--- src/rtl/countdown_sequencer.sv ---
// M:SS countdown controller: IDLE/RUN/PAUSE/DONE with BCD borrow and a timed alarm window.
// Optional build macro COUNTDOWN_ALARM_BLINK_EN makes the alarm toggle per tick instead of holding steady.
module countdown_sequencer #(
    parameter int ALARM_TICKS = 10
) (
    input  logic       clk,
    input  logic       reset,
    input  logic       tick_1hz,
    input  logic       start_stop,
    input  logic       clear,
    input  logic [1:0] start_minutes,
    output logic [1:0] minutes,
    output logic [3:0] tens,
    output logic [3:0] ones,
    output logic       running,
    output logic       done,
    output logic       alarm
);

    typedef enum logic [1:0] {
        IDLE  = 2'd0,
        RUN   = 2'd1,
        PAUSE = 2'd2,
        DONE  = 2'd3
    } state_t;

    localparam logic [7:0] ALARM_LOAD = 8'(ALARM_TICKS);

    state_t     state_q;
    logic [1:0] minutes_q;
    logic [3:0] tens_q;
    logic [3:0] ones_q;
    logic       running_q;
    logic       done_q;
    logic       alarm_q;
    logic [7:0] alarm_cnt_q;

    logic [1:0] minutes_d;
    logic [3:0] tens_d;
    logic [3:0] ones_d;
    logic       zero_d;

    // Value one second earlier, with BCD borrow through tens and minutes.
    always_comb begin
        minutes_d = minutes_q;
        tens_d    = tens_q;
        ones_d    = ones_q;
        if (ones_q != 4'd0) begin
            ones_d = ones_q - 4'd1;
        end else if (tens_q != 4'd0) begin
            ones_d = 4'd9;
            tens_d = tens_q - 4'd1;
        end else begin
            ones_d    = 4'd9;
            tens_d    = 4'd5;
            minutes_d = minutes_q - 2'd1;
        end
        zero_d = (minutes_d == 2'd0) && (tens_d == 4'd0) && (ones_d == 4'd0);
    end

    always_ff @(posedge clk) begin
        if (reset) begin
            state_q     <= IDLE;
            minutes_q   <= 2'd0;
            tens_q      <= 4'd0;
            ones_q      <= 4'd0;
            running_q   <= 1'b0;
            done_q      <= 1'b0;
            alarm_q     <= 1'b0;
            alarm_cnt_q <= 8'd0;
        end else if (clear && (state_q != IDLE)) begin
            state_q     <= IDLE;
            minutes_q   <= start_minutes;
            tens_q      <= 4'd0;
            ones_q      <= 4'd0;
            running_q   <= 1'b0;
            done_q      <= 1'b0;
            alarm_q     <= 1'b0;
            alarm_cnt_q <= 8'd0;
        end else begin
            case (state_q)
                IDLE: begin
                    minutes_q <= start_minutes;
                    tens_q    <= 4'd0;
                    ones_q    <= 4'd0;
                    if (start_stop) begin
                        if (start_minutes != 2'd0) begin
                            state_q   <= RUN;
                            running_q <= 1'b1;
                        end else begin
                            // A 0:00 start expires immediately.
                            state_q     <= DONE;
                            done_q      <= 1'b1;
                            alarm_q     <= 1'b1;
                            alarm_cnt_q <= ALARM_LOAD;
                        end
                    end
                end
                RUN: begin
                    if (tick_1hz) begin
                        minutes_q <= minutes_d;
                        tens_q    <= tens_d;
                        ones_q    <= ones_d;
                    end
                    if (tick_1hz && zero_d) begin
                        state_q     <= DONE;
                        running_q   <= 1'b0;
                        done_q      <= 1'b1;
                        alarm_q     <= 1'b1;
                        alarm_cnt_q <= ALARM_LOAD;
                    end else if (start_stop) begin
                        state_q   <= PAUSE;
                        running_q <= 1'b0;
                    end
                end
                PAUSE: begin
                    if (start_stop) begin
                        state_q   <= RUN;
                        running_q <= 1'b1;
                    end
                end
                DONE: begin
                    if (start_stop) begin
                        state_q     <= IDLE;
                        done_q      <= 1'b0;
                        alarm_q     <= 1'b0;
                        alarm_cnt_q <= 8'd0;
                    end else if (tick_1hz && (alarm_cnt_q != 8'd0)) begin
                        alarm_cnt_q <= alarm_cnt_q - 8'd1;
                        if (alarm_cnt_q == 8'd1) begin
                            alarm_q <= 1'b0;
                        end else begin
`ifdef COUNTDOWN_ALARM_BLINK_EN
                            alarm_q <= ~alarm_q;
`else
                            alarm_q <= 1'b1;
`endif
                        end
                    end
                end
                default: state_q <= IDLE;
            endcase
        end
    end

    assign minutes = minutes_q;
    assign tens    = tens_q;
    assign ones    = ones_q;
    assign running = running_q;
    assign done    = done_q;
    assign alarm   = alarm_q;

endmodule

--- config.mk ---
export PLATFORM = sky130hd
export DESIGN_NAME = countdown_sequencer
export DESIGN_NICKNAME = d
export VERILOG_FILES = /design/src/rtl/countdown_sequencer.sv
export SDC_FILE = /design/constraint.sdc
export NUM_CORES = 1
export LEC_CHECK = 0
export ABC_AREA = 1
export BUFFER_PORTS_ARGS = -buffer_cell sky130_fd_sc_hd__clkbuf_2
export CELL_PAD_IN_SITES_DETAIL_PLACEMENT = 0
export CELL_PAD_IN_SITES_GLOBAL_PLACEMENT = 2
export CORE_ASPECT_RATIO = 1.5
export CORE_MARGIN = 3
export CORE_UTILIZATION = 33
export CTS_CLUSTER_DIAMETER = 50
export CTS_CLUSTER_SIZE = 40
export DETAILED_ROUTE_END_ITERATION = 6
export PLACE_DENSITY = 0.87
export SETUP_SLACK_MARGIN = 0.3
export SYNTH_ARGS = -nofsm -noshare
export SYNTH_HDL_FRONTEND = slang
export SYNTH_SLANG_ARGS = --single-unit
export TNS_END_PERCENT = 20
--- constraint.sdc ---
create_clock -name clk -period 2.52 [get_ports clk]
set_input_delay 0.378 -clock clk [delete_from_list [all_inputs] [get_ports clk]]
set_output_delay 0.378 -clock clk [all_outputs]
set_load 0.01 [all_outputs]
-- Word level (Yosys, flattened, before mapping)
Index checks and enable logic that the tools add are counted.
- input bits: 7
- flip-flop bits (word level): 23
- mux-type cells: 39
- reduce and logical (&&, ||, !) cells: 25
- equal/unequal tests: 14
- add/sub/neg operators: 4
- operator list (kind ; number):
    $mux W8 ; 5
    $pmux W8 S3 ; 1
    $mux W2 ; 10
    $mux W4 ; 5
    $pmux W4 S2 ; 2
    $reduce_and A5 Y1 ; 3
    $ne A2 B2 Y1 const B ; 7
    $mux W1 ; 11
    $ne A3 B3 Y1 const B ; 3
    $pmux W1 S3 ; 3
    $reduce_bool A3 Y1 ; 3
    $eq A8 B1 Y1 const B ; 1
    $logic_not A4 Y1 ; 2
    $pmux W2 S4 ; 1
    $reduce_bool A4 Y1 ; 2
    $reduce_bool A8 Y1 ; 1
    $sub A4 B1 Y4 const B ; 2
    $sub A8 B1 Y8 const B ; 1
    $reduce_bool A2 Y1 ; 3
    $logic_and A1 B1 Y1 ; 5
    $eq A2 B2 Y1 const B ; 2
    $logic_not A2 Y1 ; 2
    $pmux W2 S2 ; 1
    $reduce_and A2 Y1 ; 2
    4 further kinds ; 4

-- Depth between registers and ports, before layout
Gate-level depths: netlist (run 1).
- word-level depth: 9
- gate-level depth with buffers: 13

-- Worst setup path after synthesis (run 1)
Ideal clock, no wire load.
- path kind: register -> register
- start: register ones_q[0] (netlist: ones[0])
- end: register alarm_cnt_q[1]
- path slack: 994 ps
- library setup time: 113 ps
- data arrival time: 1414 ps
- cell stages (with the launch flop): 13
- cells stage by stage: dfxtp_1 > inv_1 > nor2_1 > nand2_1 > nor2_1 > nand2_1 > nor2_2 > nand3_2 > nand2_4 > nand3_2 > buf_6 > nor2_1 > nor2_1
- longest elaborated chain between the ends: 8
- elaborated cells on any way between the ends: 13
- those cells by class: add/sub: 1; eq/ne: 1; mux: 3; reduce/logical: 8
- RTL lines (what ; RTL line ; source):
    start, declared ; 32 ; logic [3:0] ones_q;
    start signal, assigned ; 103 ; ones_q <= ones_d;
    branches (longest 4 deep; another with $sub A4 B1 Y4) ; n/a ;
    $logic_and A1 B1 Y1 (*) ; 58 ; zero_d = (minutes_d == 2'd0) && (tens_d == 4'd0) && (ones_d == 4'd0);
    $logic_and A1 B1 Y1 (*) ; 105 ; if (tick_1hz && zero_d) begin
    $ne A2 B2 Y1 (no line) (*) ; n/a ;
    $reduce_and A5 Y1 (no line) (*) ; n/a ;
    end signal, assigned ; 129 ; alarm_cnt_q <= alarm_cnt_q - 8'd1;
    end, declared ; 36 ; logic [7:0] alarm_cnt_q;
Mark *: on every way between the ends.
A chain may end at the register's enable or synchronous reset.

-- Worst setup path after layout (run 1)
- start: register ones_q[0] (netlist: ones[0])
- end: register alarm_cnt_q[4]
Same word-level chain as after synthesis.

==> results of run 1 <==
[power by group through the flow]
stage / registers [mW] / clock network [mW] / logic (mW)
after floorplan: 0.426 / 0 / 0.226
after global placement: 0.425 / 0 / 0.307
after detailed placement: 0.425 / 0 / 0.304
after CTS: 0.417 / 0.244 / 0.306
after global routing: 0.421 / 0.255 / 0.348
final: 0.416 / 0.230 / 0.302
[synth_stat cells, drive strengths merged]
master | count | area (µm²)
clkinv | 1 | 3.75
nand2 | 60 | 243
o311ai | 1 | 8.76
nand4 | 13 | 81.3
nand3 | 14 | 80.1
a21oi | 20 | 111
nor3 | 3 | 15.0
ha | 3 | 37.5
or2 | 2 | 12.5
dfxtp | 23 | 460
a21boi | 2 | 15.0
o21bai | 1 | 7.51
a211oi | 2 | 15.0
nor2 | 35 | 161
nand3b | 1 | 7.51
inv | 28 | 105
xor2 | 1 | 8.76
xnor2 | 1 | 8.76
buf | 3 | 23.8
o211ai | 1 | 7.51
o21ai | 9 | 45.0
nor4 | 1 | 6.26
[stage by stage]
| step | hold WS, ns | instance area, µm² | std cells | util, % |
|---|---|---|---|---|
| after global placement | 0.453 | 1600 | 288 | 37.7 |
| after global routing | 0.352 | 1650 | 292 | 38.8 |
| after CTS | 0.350 | 1650 | 292 | 38.8 |
| after floorplan | 0.452 | 1470 | 225 | - |
| final | 0.358 | 1650 | 292 | 38.8 |
| after detailed placement | 0.459 | 1600 | 288 | 37.7 |
[state kept, by name, indices dropped and copies added (netlist names)]
| name | flops |
|---|---|
| alarm_cnt_q | 8 |
| ones | 4 |
| tens | 4 |
| minutes | 2 |
| state_q | 2 |
| alarm | 1 |
| done | 1 |
| running | 1 |
[critical path: stages (launching register included)]
cell and delay, ns:
dfxtp_1 0.37, nor2_4 0.21, nand3b_1 0.15, nand2_1 0.09
nand2_1 0.07, clkinv_1 0.07, nand3_2 0.09, nand2_4 0.12
nand3_2 0.20, o21ai_0 0.21, nor2_1 0.05
[metal layers]
layer / share of wire (%) / track usage [%] / wire (µm)
met1: 38 / 16.5 / 1490
met2: 57 / 32.3 / 2260
met3: 1.5 / 2.65 / 60
met4: 3.1 / 7.66 / 123
met5: 0 / 0 / 0
[cells by family (layout without fill, tap and decap cells)]
| logic type | Yosys count | count (layout) | share of synthesized area, % |
|---|---|---|---|
| simple gates | 129 | 129 | 41.4 |
| fa+ha+maj | 3 | 3 | 2.56 |
| xor+xnor | 2 | 2 | 1.20 |
| compound gates | 36 | 36 | 14.3 |
| buf+inv | 32 | 53 | 9.05 |
| flops | 23 | 23 | 31.4 |
[cell type report]
class	count	share of cell area (%)
clock inverters	1	0.304
flip-flops and latches	23	27.9
well taps	46	3.49
multi-input cells	170	52.9
repair buffers	20	6.23
inverters	29	6.61
clock buffers	3	2.51
[worst min-delay path by stage]
stage / to / slack, ns / start / cells past startpoint
2_1_floorplan: alarm_cnt_q[7] / 0.45 / alarm_cnt_q[7] / 2
3_3_place_gp: running / 0.45 / running / 2
3_5_place_dp: running / 0.46 / running / 2
4_1_cts: minutes[1] / 0.35 / reset / 2
5_1_grt: minutes[1] / 0.35 / reset / 2
6_report: minutes[1] / 0.36 / reset / 2
==> out/qor.txt, run 1 <==
Routed WL: 3930 µm
Tot Pwr: 0.948 mW
IO buf count: 19
Largest net degree at the start of global routing: 17
CTS tree: done
R2R cell count: 10
Total die area: 5290 µm²
VDD IR-drop max: 0.000305 V
Clock power share: 24.2%
R2R Path End: alarm_cnt_q[4]
Vias per inst: 5.12
Leak pwr: 0.740 nW
Switch share: 36.5%
Worst-path clk slew: 0.08 ns
Nets: 257
Max frequency: 566 MHz
Status: finished, final reports clean
Starting DRT DRC Count: 43
Total track usage: 16.7%
DRC viols: 0
Cell Area, Synth: 1470 µm²
Final setup fails: 0
Internal: 0.602 mW
Pre-CTS WS: 0.686 ns
Clock Sinks: 23
Post-route setup slack: 0.754 ns
Post-route ant nets: 0
Layout cells sized above 1: 16.7%
Vias: 1494
Worst-Skew Late Latency: 0.26 ns
Core Area: 4250 µm²
Commonest non-fill, non-tap cells in the layout: 55 x nand2_1, 29 x nor2_1, 27 x inv_1
CP Launch Type: flip-flop
Vias in the first global route: 1485
Die height: 87.6 µm
Yosys reg bits: 23
CP Capture Point: alarm_cnt_q[4]
Root Buffer Master: clkbuf_8
Nature of the critical path endpoint: flip-flop
Worst Skew: 0.00177 ns
1st-pass router iterations: 4
Synthesis-to-layout area growth: 12.5%
Pwr dens: 575 nW/µm²
Slew headroom: 65.4%
Crit path required time: 2.66 ns
DP HPWL: 3240 µm
Rows: 29
CTS Buf Count: 3
Yosys cell types: 31
Flop pwr share: 43.9%
Fin crit share: 70.1%
Min-Delay Path Class: in2reg
Avg WL per Cell: 13.5 µm
Post-Syn Instances: 225
Cts repair resizes: 0
Max cap viols: 0
Tightest Pin Transition: 0.518 ns
Data arrival time of the worst path: 1.91 ns
RePlAce Congestion: 0.846
Avg Inst Size Synth: 6.51 µm²
# fillers: 481
FF+latch area: 460 µm²
Unrepaired setup endpoints after global routing: no
ANT cells: 0
Initial core utilization: 34.5%
Total gr overflow: 0
Post-CTS Setup Bufs: 0
NetSw: 0.346 mW
Final Max Slew Viols: 0
Combinational Power Share: 31.9%
CP Launch Point: ones[0]
Synth warn: 0
CTS Hold Bufs: 0
Reg2reg setup slack: 0.75 ns
Net Count, Synth: 235
Die width: 60.4 µm
Min Tclk post-route: 1.77 ns
Worst-path fanout max: 12
Seq/Total Area, Yosys: 31.4%
Io pins: 20
H-Tree Level Count: 1
Setup_tns: 0 ns
Worst R2R Start: ones[0]
Footprint of the multi-input gates: 872 µm²
Hold Fails Final Rpt: 0
Max clock buf depth: 2
Most common cell after layout, fill and taps aside: nand2_1
Crit Path Class: reg2reg
Initial antenna violation count: 0
First-pass GRT wire length: 6680 µm
Power figures use the tool's default switching activity.
==> run 2, diff against run 1 <==
CORE_UTILIZATION = 30   (was 33)
PLACE_DENSITY = 0.81   (was 0.87)
clock period = 1.7 ns   (was 2.52 ns; I/O delays follow)
==> out/qor.txt, run 2 (synthesized netlist as in run 1, its figures left out) <==
Min-Delay Path Class: in2reg
Root Buffer Master: clkbuf_8
Worst Skew: 0.00781 ns (+0.00604 ns)
Total track usage: 16.1% (-0.55 points)
Die width: 63.1 µm (+4.4%)
Avg WL per Cell: 13.0 µm (-3.3%)
Status: finished, final reports clean
Post-route cell area: 1970 µm² (+20%)
H-Tree Level Count: 1 (unchanged)
Layout cells sized above 1: 31.5% (+15 points)
Total die area: 5780 µm² (+9.1%)
CTS tree: done
Cell mode on critical path: nand2_1
Final setup fails: 0 (unchanged)
Hold Fails Final Rpt: 0 (unchanged)
Slowest CP cell: dfxtp_4
R2R Path End: running
Commonest non-fill, non-tap cells in the layout: 50 x nand2_1, 27 x nor2_1, 26 x inv_1
Largest net degree at the start of global routing: 14 (-3)
Die height: 91.6 µm (+4.5%)
Synthesis-to-layout area growth: 34.6%
Vias: 1605 (+7.4%)
ANT cells: 0 (unchanged)
Pre-CTS WS: 0.00780 ns (-0.678 ns)
Worst-path clk slew: 0.08 ns (about the same)
Buffers & Inverters on Critical Path: 2 (+1)
Core Area: 4620 µm² (+8.8%)
Max frequency: 616 MHz (+8.9%)
Reg2reg setup slack: 0.08 ns (-0.68 ns)
Hold path endpoint: minutes[1]
Max stage delay on crit path: 0.37 ns (about the same)
CTS Buf Count: 3 (unchanged)
First-pass GRT wire length: 7390 µm (+11%)
Vias per inst: 4.81 (-6.1%)
Starting DRT DRC Count: 69 (+60%)
RePlAce Congestion: 0.852 (+0.69%)
Final Max Slew Viols: 0 (unchanged)
Crit path required time: 1.87 ns (-0.79 ns)
HP Start: reset
Pwr dens: 791 nW/µm² (+37%)
Initial antenna violation count: 0 (unchanged)
Worst R2R Start: ones[0]
Initial core utilization: 31.7% (-2.8 points)
Nature of the critical path endpoint: flip-flop
Fin crit share: 95.4% (+25 points)
Io pins: 20 (unchanged)
Placed inst area: 1780 µm² (+11%)
VDD IR-drop max: 0.000470 V (+54%)
Tightest Pin Transition: 0.390 ns (-0.128 ns)
Critical path cell sequence: nor2_4 -> nand3b_1 -> nand2_1 -> nand2_2 -> inv_4 -> nand3_4 -> nand2_4 -> buf_12 -> nand2_4 -> nand2_2 -> nand2_1 -> nand2_1 -> nor2_1
R2R cell count: 13 (+3)
Min Tclk post-route: 1.62 ns (-0.144 ns)
1st-pass router iterations: 4 (unchanged)
DRC viols: 0 (unchanged)
Total gr overflow: 0 (unchanged)
Clock Sinks: 23 (unchanged)
DP HPWL: 3380 µm (+4.1%)
Most common cell after layout, fill and taps aside: nand2_1
Post-route ant nets: 0 (unchanged)
Max clock buf depth: 2 (unchanged)
Largest register FFs: 8 (unchanged)
Data arrival time of the worst path: 1.79 ns (-0.12 ns)
IO buf count: 19 (unchanged)
Vias in the first global route: 1634 (+10%)
CP Launch Type: flip-flop
Leak pwr: 0.888 nW (+20%)
CTS Hold Bufs: 0 (unchanged)
Hold Path Stages: 2 (unchanged)
Routed WL: 4350 µm (+11%)
Worst-path fanout max: 8 (-4)
Largest register by flop count: alarm_cnt_q
Unrepaired setup endpoints after global routing: yes
Nets: 281 (+9.3%)
Max cap viols: 0 (unchanged)
Worst-Skew Late Latency: 0.27 ns (about the same)
Post-route setup slack: 0.0779 ns (-0.676 ns)
Hold slack final: 0.237 ns (-0.121 ns)
Crit Path Class: reg2reg
Rows: 30 (+3.4%)
Crit path max-delay family: simple AND/OR/NAND/NOR gates
Slew headroom: 73.9% (+8.5 points)
==> run 2: changes by cell type in the layout (fill, tap and decap cells not counted), moves of 3 or more <==
cell,change
buf_4,+22
dfxtp_1,-5
nand2_1,-5
nand2_2,+4
a21oi_1,-3
a21oi_2,+3
dfxtp_2,+3
nor2_4,+3
==> run 2: area by class of cell <==
| cell class | count | area [µm²] |
|---|---|---|
| fillers | 507 | 2650 |
| multi-input cells | 170 | 950 |
| flip-flops and latches | 23 | 472 |
| repair buffers | 44 | 313 |
| inverters | 29 | 111 |
| well taps | 64 | 80.1 |
| clock buffers | 3 | 41.3 |
| clock inverters | 1 | 5.00 |
==> run 2: worst max-delay path by stage <==
stage	to	slack, ns	startpoint	cells after the start
floorplan	alarm_cnt_q[1]	0.22	ones[0]	11
global placement	alarm_cnt_q[4]	0.02	ones[0]	10
detailed placement	alarm_cnt_q[4]	0.008	ones[0]	10
CTS	running	0.09	ones[1]	13
global route	running	-0.05	ones[0]	13
finish	running	0.08	ones[0]	13
==> run 2: report_power, final <==
part / switching [mW] / internal, mW / leakage, nW / total [mW]
sequential: 0.0354 / 0.578 / 0.190 / 0.613
combinational: 0.353 / 0.236 / 0.672 / 0.588
clock: 0.193 / 0.164 / 0.0255 / 0.357
total: 0.581 / 0.978 / 0.888 / 1.56
==> run 2: per-layer routing <==
| metal | global-route usage, % | vias to the layer above | share of wire, % |
|---|---|---|---|
| li1 | - | 832 | - |
| met1 | 16.7 | 741 | 37 |
| met2 | 31.6 | 25 | 59 |
| met3 | 1.98 | 7 | 2.0 |
| met4 | 6.63 | 0 | 1.8 |
| met5 | 0 | - | 0 |
==> run 2: repair_timing <==
action | CTS | global route
pin swaps | 4 | 11
resized for setup | 4 | 24
endpoints found under the setup margin | 23 | 23
setup buffers | 4 | 1
gates cloned | 0 | 1
==> run 2: worst reg2reg max path, delay by kind of cell (launching register included) <==
family,cells,cell delay (ns)
simple gates,11,0.95
flops,1,0.37
buf+inv,2,0.19
==> run 2: stage by stage <==
stage | total power, mW | util [%] | setup TNS [ns] | instances
finish | 1.56 | 42.7 | 0 | 334
global route | 1.68 | 42.7 | -0.160 | 334
CTS | 1.53 | 40.4 | 0 | 332
detailed placement | 1.15 | 38.5 | 0 | 324
global placement | 1.16 | 38.5 | 0 | 324
floorplan | 0.967 | - | 0 | 225
